### src/rtl/rv_iopmp_pkg.sv
// Types shared by the IOPMP error-capture path: error/transaction encodings,
// the captured error record and the capture-stage FSM states.
package rv_iopmp_pkg;

    localparam int ERR_ADDR_W = 64;
    localparam int ERR_RRID_W = 16;
    localparam int ERR_EID_W  = 16;

    typedef enum logic [2:0] {
        ERR_NONE          = 3'd0,
        ERR_ILLEGAL_READ  = 3'd1,
        ERR_ILLEGAL_WRITE = 3'd2,
        ERR_ILLEGAL_FETCH = 3'd3,
        ERR_PARTIAL_HIT   = 3'd4,
        ERR_NOT_HIT       = 3'd5,
        ERR_RSVD6         = 3'd6,
        ERR_RSVD7         = 3'd7
    } err_type_e;

    typedef enum logic [1:0] {
        TT_RSVD  = 2'd0,
        TT_READ  = 2'd1,
        TT_WRITE = 2'd2,
        TT_FETCH = 2'd3
    } ttype_e;

    typedef struct packed {
        err_type_e              etype;
        ttype_e                 ttype;
        logic [ERR_RRID_W-1:0]  rrid;
        logic [ERR_EID_W-1:0]   eid;
        logic [ERR_ADDR_W-1:0]  addr;
    } err_rec_t;

    typedef enum logic [1:0] {
        ST_IDLE   = 2'd0,
        ST_HELD   = 2'd1,
        ST_RELOAD = 2'd2
    } cap_state_e;

endpackage

### src/rtl/rv_iopmp_err_fifo.sv
// Synchronous FIFO of error records; a push while full is accepted when a pop
// happens in the same cycle.
module rv_iopmp_err_fifo
    import rv_iopmp_pkg::*;
#(
    parameter int DEPTH = 4
) (
    input  logic                       clk_i,
    input  logic                       rst_ni,
    input  logic                       push_i,
    input  err_rec_t                   data_i,
    input  logic                       pop_i,
    output err_rec_t                   data_o,
    output logic                       full_o,
    output logic                       empty_o,
    output logic [$clog2(DEPTH):0]     count_o
);

    localparam int PTR_W = $clog2(DEPTH);
    localparam int CNT_W = PTR_W + 1;

    err_rec_t           r_mem [DEPTH];
    logic [PTR_W-1:0]   r_wptr;
    logic [PTR_W-1:0]   r_rptr;
    logic [CNT_W-1:0]   r_cnt;
    logic               w_push_ok;
    logic               w_pop_ok;

    assign full_o    = (r_cnt == CNT_W'(DEPTH));
    assign empty_o   = (r_cnt == '0);
    assign w_pop_ok  = pop_i && !empty_o;
    assign w_push_ok = push_i && (!full_o || w_pop_ok);
    assign data_o    = r_mem[r_rptr];
    assign count_o   = r_cnt;

    // NOTE: the storage array has no reset; validity is tracked by r_cnt alone,
    // so clearing the entries would only add reset fan-out.
    always_ff @(posedge clk_i) begin
        if (w_push_ok) begin
            r_mem[r_wptr] <= data_i;
        end
    end

    // NOTE: state registers use non-blocking assignments so every flop samples
    // pre-edge values regardless of block ordering.
    always_ff @(posedge clk_i or negedge rst_ni) begin
        if (!rst_ni) begin
            r_wptr <= '0;
            r_rptr <= '0;
            r_cnt  <= '0;
        end else begin
            if (w_push_ok) r_wptr <= r_wptr + PTR_W'(1);
            if (w_pop_ok)  r_rptr <= r_rptr + PTR_W'(1);
            case ({w_push_ok, w_pop_ok})
                2'b10:   r_cnt <= r_cnt + CNT_W'(1);
                2'b01:   r_cnt <= r_cnt - CNT_W'(1);
                default: r_cnt <= r_cnt;
            endcase
        end
    end

endmodule

### src/rtl/rv_iopmp_err_capture.sv
// IOPMP error-capture stage: holds the oldest violation in the error record,
// queues later ones, and drives the interrupt-pending level.
module rv_iopmp_err_capture
    import rv_iopmp_pkg::*;
#(
    parameter int ADDR_WIDTH  = ERR_ADDR_W,
    parameter int RRID_WIDTH  = ERR_RRID_W,
    parameter int EID_WIDTH   = ERR_EID_W,
    parameter int QUEUE_DEPTH = 4
) (
    input  logic                           clk_i,
    input  logic                           rst_ni,
    input  logic                           viol_valid_i,
    input  logic [2:0]                     viol_type_i,
    input  logic [1:0]                     viol_ttype_i,
    input  logic [RRID_WIDTH-1:0]          viol_rrid_i,
    input  logic [EID_WIDTH-1:0]           viol_eid_i,
    input  logic [ADDR_WIDTH-1:0]          viol_addr_i,
    input  logic                           ie_i,
    input  logic                           clr_i,
    input  logic                           ovf_clr_i,
    output logic                           err_v_o,
    output logic [2:0]                     err_type_o,
    output logic [1:0]                     err_ttype_o,
    output logic [RRID_WIDTH-1:0]          err_rrid_o,
    output logic [EID_WIDTH-1:0]           err_eid_o,
    output logic [ADDR_WIDTH-1:0]          err_addr_o,
    output logic                           intp_o,
    output logic                           ovf_o,
    output logic [$clog2(QUEUE_DEPTH):0]   qcnt_o
);

    cap_state_e r_state;
    cap_state_e w_state_nxt;
    err_rec_t   r_rec;
    logic       r_ovf;
    err_rec_t   w_viol_rec;
    err_rec_t   w_fifo_head;
    logic       w_push;
    logic       w_pop;
    logic       w_capture;
    logic       w_full;
    logic       w_empty;
    logic       w_drop;

    assign w_viol_rec = '{etype: err_type_e'(viol_type_i),
                          ttype: ttype_e'(viol_ttype_i),
                          rrid:  viol_rrid_i,
                          eid:   viol_eid_i,
                          addr:  viol_addr_i};

    rv_iopmp_err_fifo #(
        .DEPTH (QUEUE_DEPTH)
    ) u_fifo (
        .clk_i   (clk_i),
        .rst_ni  (rst_ni),
        .push_i  (w_push),
        .data_i  (w_viol_rec),
        .pop_i   (w_pop),
        .data_o  (w_fifo_head),
        .full_o  (w_full),
        .empty_o (w_empty),
        .count_o (qcnt_o)
    );

    // NOTE: every signal driven here gets a default first, so no path through
    // the case statement can infer a latch.
    always_comb begin
        w_state_nxt = r_state;
        w_push      = 1'b0;
        w_pop       = 1'b0;
        w_capture   = 1'b0;
        unique case (r_state)
            ST_IDLE: begin
                if (!w_empty) begin
                    w_state_nxt = ST_RELOAD;
                end else if (viol_valid_i) begin
                    w_capture   = 1'b1;
                    w_state_nxt = ST_HELD;
                end
            end
            ST_HELD: begin
                w_push = viol_valid_i;
                if (clr_i) begin
                    w_state_nxt = (!w_empty || w_push) ? ST_RELOAD : ST_IDLE;
                end
            end
            ST_RELOAD: begin
                w_push      = viol_valid_i;
                w_pop       = 1'b1;
                w_state_nxt = ST_HELD;
            end
            default: w_state_nxt = ST_IDLE;
        endcase
    end

    assign w_drop = w_push && w_full && !w_pop;

    always_ff @(posedge clk_i or negedge rst_ni) begin
        if (!rst_ni) begin
            r_state <= ST_IDLE;
            r_rec   <= '0;
            r_ovf   <= 1'b0;
        end else begin
            r_state <= w_state_nxt;
            if (w_capture) begin
                r_rec <= w_viol_rec;
            end else if (w_pop) begin
                r_rec <= w_fifo_head;
            end
            // A drop in the same cycle as the software clear keeps the flag set.
            if (w_drop) begin
                r_ovf <= 1'b1;
            end else if (ovf_clr_i) begin
                r_ovf <= 1'b0;
            end
        end
    end

    assign err_v_o     = (r_state == ST_HELD);
    assign intp_o      = err_v_o & ie_i;
    assign ovf_o       = r_ovf;
    assign err_type_o  = r_rec.etype;
    assign err_ttype_o = r_rec.ttype;
    assign err_rrid_o  = r_rec.rrid;
    assign err_eid_o   = r_rec.eid;
    assign err_addr_o  = r_rec.addr;

    // Entering IDLE with queued records cannot happen: every clear with a
    // non-empty queue goes through RELOAD.
    a_idle_queue_empty: assert property (
        @(posedge clk_i) disable iff (!rst_ni) (r_state == ST_IDLE) |-> w_empty
    );

endmodule

### config.mk
export PLATFORM = sky130hd
export DESIGN_NAME = rv_iopmp_err_capture
export DESIGN_NICKNAME = d
export VERILOG_FILES = /design/src/rtl/rv_iopmp_pkg.sv /design/src/rtl/rv_iopmp_err_fifo.sv /design/src/rtl/rv_iopmp_err_capture.sv
export SDC_FILE = /design/constraint.sdc
export NUM_CORES = 1
export LEC_CHECK = 0
export CAP_MARGIN = 5
export CORE_ASPECT_RATIO = 0.75
export CORE_MARGIN = 3
export CORE_UTILIZATION = 45
export DETAILED_ROUTE_END_ITERATION = 12
export PLACE_DENSITY = 0.75
export SKIP_CTS_REPAIR_TIMING = 1
export SYNTH_ARGS = -nofsm -noshare
export SYNTH_HDL_FRONTEND = slang
export SYNTH_SLANG_ARGS = --single-unit
### constraint.sdc
create_clock -name clk_i -period 3.6 [get_ports clk_i]
set_input_delay 0.72 -clock clk_i [delete_from_list [all_inputs] [get_ports clk_i]]
set_output_delay 0.72 -clock clk_i [all_outputs]
set_load 0.005 [all_outputs]
-- Word level (Yosys, flattened, before mapping)
Memories as Yosys holds them, arrays and structs flattened.
Index checks and enable logic that the tools add are counted.
- bits in registers: 111
- bits in latches: 0
- bits in writable memories: 404
- memory bits (read-only): 0
- bits of input ports: 107
- memories: 1
- add/subtract/negate cells: 4
- multipliers: 0
- divide/modulo/power cells: 0
- order comparisons: 0
- equal/unequal tests: 7
- shifts and indexed selects: 0
- multiplexer cells: 17
- bitwise logic cells: 1
- reductions and logical operators: 16
- memories (memory ; depth ; bits a word ; read ports ; clocked after memory_dff ; write ports ; line ; RTL):
    u_fifo.r_mem ; 4 ; 101 ; 1 ; 0 ; 1 ; rv_iopmp_err_fifo.sv:22 ; err_rec_t r_mem [DEPTH];
- operators with widths (kind ; count):
    two-way mux 101 bit ; 2
    two-way mux 1 bit ; 9
    two-way mux 2 bit ; 4
    case mux 2 bit (3 select lines) ; 1
    case mux 3 bit (2 select lines) ; 1
    nonzero test 2 bit ; 3
    adder 2 x 1 -> 2 bit, second input constant ; 2
    == test 2 x 1 -> 1 bit, second input constant ; 2
    == test 2 bit, second input constant ; 2
    logical AND 1 bit ; 4
    adder 3 x 1 -> 3 bit, second input constant ; 1
    == test 3 bit, second input constant ; 1
    logical NOT 1 bit ; 3
    logical NOT 3 bit ; 1
    inequality test 3 bit, second input constant ; 1
    subtractor 3 x 1 -> 3 bit, second input constant ; 1
    logical NOT 2 bit ; 1
    logical OR 1 bit ; 2
    inequality test 2 bit, second input constant ; 1
    AND reduction 2 bit ; 1
    OR reduction 2 bit ; 1
    bitwise AND 1 bit ; 1

-- Longest topological paths before layout
- depth in word-level cells: 7
- mapped depth: 11
- mapped depth without buffers: 11

-- Hierarchy
From an unflattened synthesis, not the netlist that was laid out.
- cell total of the unflattened synthesis: 1031
- area, all modules: 19872.8 µm²
- by module, submodules not included (module ; instances ; cells an instance ; area each (µm²)):
    rv_iopmp_err_fifo ; 1 ; 567 ; 14964.4
    rv_iopmp_err_capture ; 1 ; 464 ; 4908.5

-- Least setup slack after synthesis
No wires, ideal clock.
- kind: register to register
- from: register r_state[0]
- to: memory u_fifo.r_mem[2][0] in the netlist's numbering (enable)
- setup time: 471 ps
- data arrival time: 3502 ps
- path slack: -373 ps
- cell stages (with the launch flop): 6
- clock period less this slack: 3973 ps
- cell sequence: dfrtp_1 inv_1 ha_1 or4b_2 nor2b_1 and2_1
- longest elaborated chain between the ends: 7
- RTL lines (what ; line ; RTL):
    start, declared ; rv_iopmp_err_capture.sv:33 ; cap_state_e r_state;
    start signal, assigned ; rv_iopmp_err_capture.sv:105 ; r_state <= w_state_nxt;
    == test 2 bit ; rv_iopmp_err_capture.sv:73 ; unique case (r_state)
    two-way mux 1 bit ; rv_iopmp_err_capture.sv:73 ;
    logical AND 1 bit ; rv_iopmp_err_fifo.sv:31 ; assign w_pop_ok = pop_i && !empty_o;
    logical OR 1 bit ; rv_iopmp_err_fifo.sv:32 ; assign w_push_ok = push_i && (!full_o || w_pop_ok);
    logical AND 1 bit * ; rv_iopmp_err_fifo.sv:32 ;
    two-way mux 1 bit * ; rv_iopmp_err_fifo.sv:39 ; if (w_push_ok) begin
    two-way mux 1 bit (implied by the code) * ; rv_iopmp_err_fifo.sv:40 ; r_mem[r_wptr] <= data_i;
    end, declared ; rv_iopmp_err_fifo.sv:22 ;
Mark *: on every way between the ends. The rest lies on a longest branch, timed or not.

-- Worst setup path after layout
- from: register r_state[0]
- to: register u_fifo.r_cnt[2], in the netlist u_fifo.count_o[2]
- longest elaborated chain between the ends: 7
- RTL lines (what ; line ; RTL):
    == test 2 bit ; rv_iopmp_err_capture.sv:73 ;
    two-way mux 1 bit ; rv_iopmp_err_capture.sv:73 ;
    logical AND 1 bit ; rv_iopmp_err_fifo.sv:31 ;
    logical OR 1 bit ; rv_iopmp_err_fifo.sv:32 ;
    logical AND 1 bit ; rv_iopmp_err_fifo.sv:32 ;
    == test 2 x 1 -> 1 bit / == test 2 bit (equally long branches) ; rv_iopmp_err_fifo.sv:54 ; case ({w_push_ok, w_pop_ok})
    case mux 3 bit (2 select lines) / nonzero test 2 bit (equally long branches) ; - ;
    end signal, assigned ; rv_iopmp_err_fifo.sv:55 ; 2'b10: r_cnt <= r_cnt + CNT_W'(1);
    end signal, assigned ; rv_iopmp_err_fifo.sv:56 ; 2'b01: r_cnt <= r_cnt - CNT_W'(1);
    end signal, assigned ; rv_iopmp_err_fifo.sv:57 ; default: r_cnt <= r_cnt;
    end, declared ; rv_iopmp_err_fifo.sv:25 ; logic [CNT_W-1:0] r_cnt;
Parallel ways exist; a longest one is shown, timed or not.
A chain may end at the register's enable or synchronous reset.

==> results.yml <==
status:
  status: "complete, no violations"
timing:
  finalMaxSlewViolations: 0
  period_needed_ns: 2.864
  worst_pin_slew_ns: 0.8429
  period_share_pct: 79.56
  hold_viol: 0
  grt_setup_unrepaired: "false"
  fin_setup_tns_ns: 0
  relSlewSlack_pct: 43.81
  max_freq_mhz: 349.1
  setup_viol: 0
  finClkSkew_ns: 0.01389
floorplanning:
  initial_utilization_pct: 46.26
  die_x_um: 251.6
  io-pin-count: 214
  die_h_um: 190.2
  core_um2: 44010
  rows: 66
  dieArea_um2: 47860
global_routing:
  antenna_found_initial: 3
  grt_overflow: 0
  grt_usage_pct: 17.17
  grt_pass1_vias: 10275
  grt_pass1_wl_um: 62580
  grt_max_degree: 75
clock_network:
  cts_buffer_depth: 3
  numCtsBuffers: 48
  cts_tree: "built"
  cts_sinks: 515
  htree_levels: 2
  clock_latency_ns: 0.56
  clock-root-buffer: "clkbuf_16"
  clk_pin_slew_ns: 0.06
setup_path:
  worstPathRequired_ns: 4.07
  crit_family: "simple AND/OR/NAND/NOR gates"
  critPathCapture: "u_fifo.count_o[2]"
  r2r_setup_slack_ns: 0.74
  critPathBufInv: 3
  path_max_fanout: 27
  crit_arrival_ns: 3.34
  rr_startpoint: "r_state[0]"
  critPathSlowestCell: "or4b_2"
  crit_path_end_kind: "flip-flop"
  worst-path-stages: 11
  worstSetupPathType: "flip-flop to flip-flop"
  max_stage_delay_ns: 0.66
  cpMostUsedCell: "inv_1"
  rr_endpoint: "u_fifo.count_o[2]"
  worstSetupStartpointType: "flip-flop"
  crit_start: "r_state[0]"
  path_cells: "inv_1 -> ha_4 -> or4b_2 -> nor2b_1 -> inv_1 -> ha_1 -> inv_1 -> fa_1 -> xor2_1 -> nor2_1 -> xor2_1"
  rr_worst_depth: 11
logic_synthesis:
  synth_area_leaders: "edfxtp_1 60%, dfrtp_1 14%, mux4_2 11%, mux2_2 7.8%, mux2_4 4.6%"
  async_flop_share_pct: 21.55
  synth_compound_area_share_pct: 0.2520
  synth_warnings: 0
  ys_types: 29
  synthCells: 915
  synth-edff-count: 404
  synthTopCellsByCount: "404 x edfxtp_1, 141 x mux2_2, 111 x dfrtp_1"
  synthMuxAreaShare_pct: 23.67
  synth-main-ff-cell: "edfxtp_1"
  synth_most_common_cell: "edfxtp_1"
  synth.avg_cell_area_um2: 22.25
  synth_fa_ha_area_share_pct: 0.6514
  synth_top_family_by_area: "multiplexers"
  seq_area_frac_synth_pct: 73.23
  post-synth-top-area-fraction_pct: 59.59
  yosys.area_share.xor_xnor_pct: 0.2581
  ys_ff_latch: 515
  syn_nets: 1032
  yosysTopAreaCell: "edfxtp_1"
  synthSimpleGateAreaFrac_pct: 0.4425
  synth.cell_area_um2: 20360
detailed_routing:
  postRouteAntennaNets: 0
  routed_via_density: 5.406
  wl_per_cell_um: 22.93
  drc: 0
  num_vias: 9585
  drt_wl_total_um: 40650
  drtIter0Drc: 615
  drt-pass1-iter-count: 4
place:
  place.port_buffers: 213
  dp_hpwl_um: 24900
  finalWeightedCongestion: 0.7213
layout:
  multi_input_area_um2: 5175
  syn_to_final_growth_pct: 22.44
  register_area_um2: 14920
  layout.nets: 1271
  drive_gt1_share_pct: 34.20
  fill_cells: 3196
  utilization_pct: 56.64
job:
  max_cap_viol_count: 0
power_and_ir_drop:
  ir_worst_vdd_uv: 440.8
  power_density_nw_per_um2: 842.9
  power.leakage_uw: 0.008746
min_path:
  hold_class: "input pin to asynchronous set/reset pin"
==> where the power goes <==
group	switching, uW	internal, uW	total (uW)
Clock	2090	3010	5110
Sequential	761	7960	8720
Combinational	2700	4480	7180
Total	5560	15500	21000
==> layout by cell type (no fill, tap or decap), types with 11 or more instances in the layout <==
cell               n
mux2_2           141
inv_1             11
buf_12            14
dfrtp_1          109
mux4_2           101
clkbuf_16         49
clkbuf_1          11
mux2_4            63
clkdlybuf4s50_1  212
edfxtp_1         404
==> per-stage QoR <==
stage / cell area [um^2] / total power [uW] / setup slack (ns) / hold WS, ns / std cells
CTS: 24920 / 21320 / 0.6868 / 0.2230 / 1771
detailed placement: 23320 / 16150 / 0.7111 / 0.5310 / 1682
global placement: 23320 / 15950 / 0.7056 / 0.5481 / 1682
global route: 24920 / 22110 / 0.5542 / 0.2641 / 1771
floorplan: 20360 / 13360 / 0.7309 / 0.4244 / 915
finish: 24930 / 21010 / 0.7358 / 0.2153 / 1773
==> metal layers <==
metal	global-route usage [%]	wire length (um)	up-vias
met5	0	36	-
met3	3.804	2292	53
li1	-	-	4190
met4	2.988	531	6
met2	27.66	19390	243
met1	24.69	18400	5093
==> flip-flops by register name, summed over array words and instances, names as in the netlist <==
register        flops
u_fifo.r_mem      404
err_addr_o         64
err_eid_o          16
err_rrid_o         16
err_type_o          3
u_fifo.count_o      3
err_ttype_o         2
r_state             2
u_fifo.r_rptr       2
u_fifo.r_wptr       2
ovf_o               1
==> final cells by class <==
cell class / count / area share [%]
well taps: 578 / 2.901
clock inverters: 25 / 1.119
diodes: 2 / 0.02008
multi-input cells: 344 / 20.76
flip-flops and latches: 515 / 59.84
repair buffers: 234 / 9.893
clock buffers: 64 / 5.305
inverters: 11 / 0.1656
==> kinds of logic after synthesis <==
| family | Yosys count |
|---|---|
| adders and majority gates | 10 |
| xor gates and xnor gates | 6 |
| DFF | 515 |
| muxes | 306 |
| and+or+nand+nor | 15 |
| buffers and inverters | 56 |
| AOI/OAI and AO/OA | 7 |
==> worst min-delay path by stage <==
| stage | startpoint | endpoint | slack (ns) | cells past startpoint |
|---|---|---|---|---|
| final | rst_ni | err_eid_o[4] | 0.22 | 1 |
| after global routing | rst_ni | err_type_o[2] | 0.26 | 1 |
| after CTS | rst_ni | err_type_o[2] | 0.22 | 1 |
| after detailed placement | ovf_o | ovf_o | 0.53 | 2 |
| after global placement | ovf_o | ovf_o | 0.55 | 2 |
| after floorplan | rst_ni | err_addr_o[0] | 0.42 | 0 |
No activity file was read; power rests on OpenSTA's default activity.
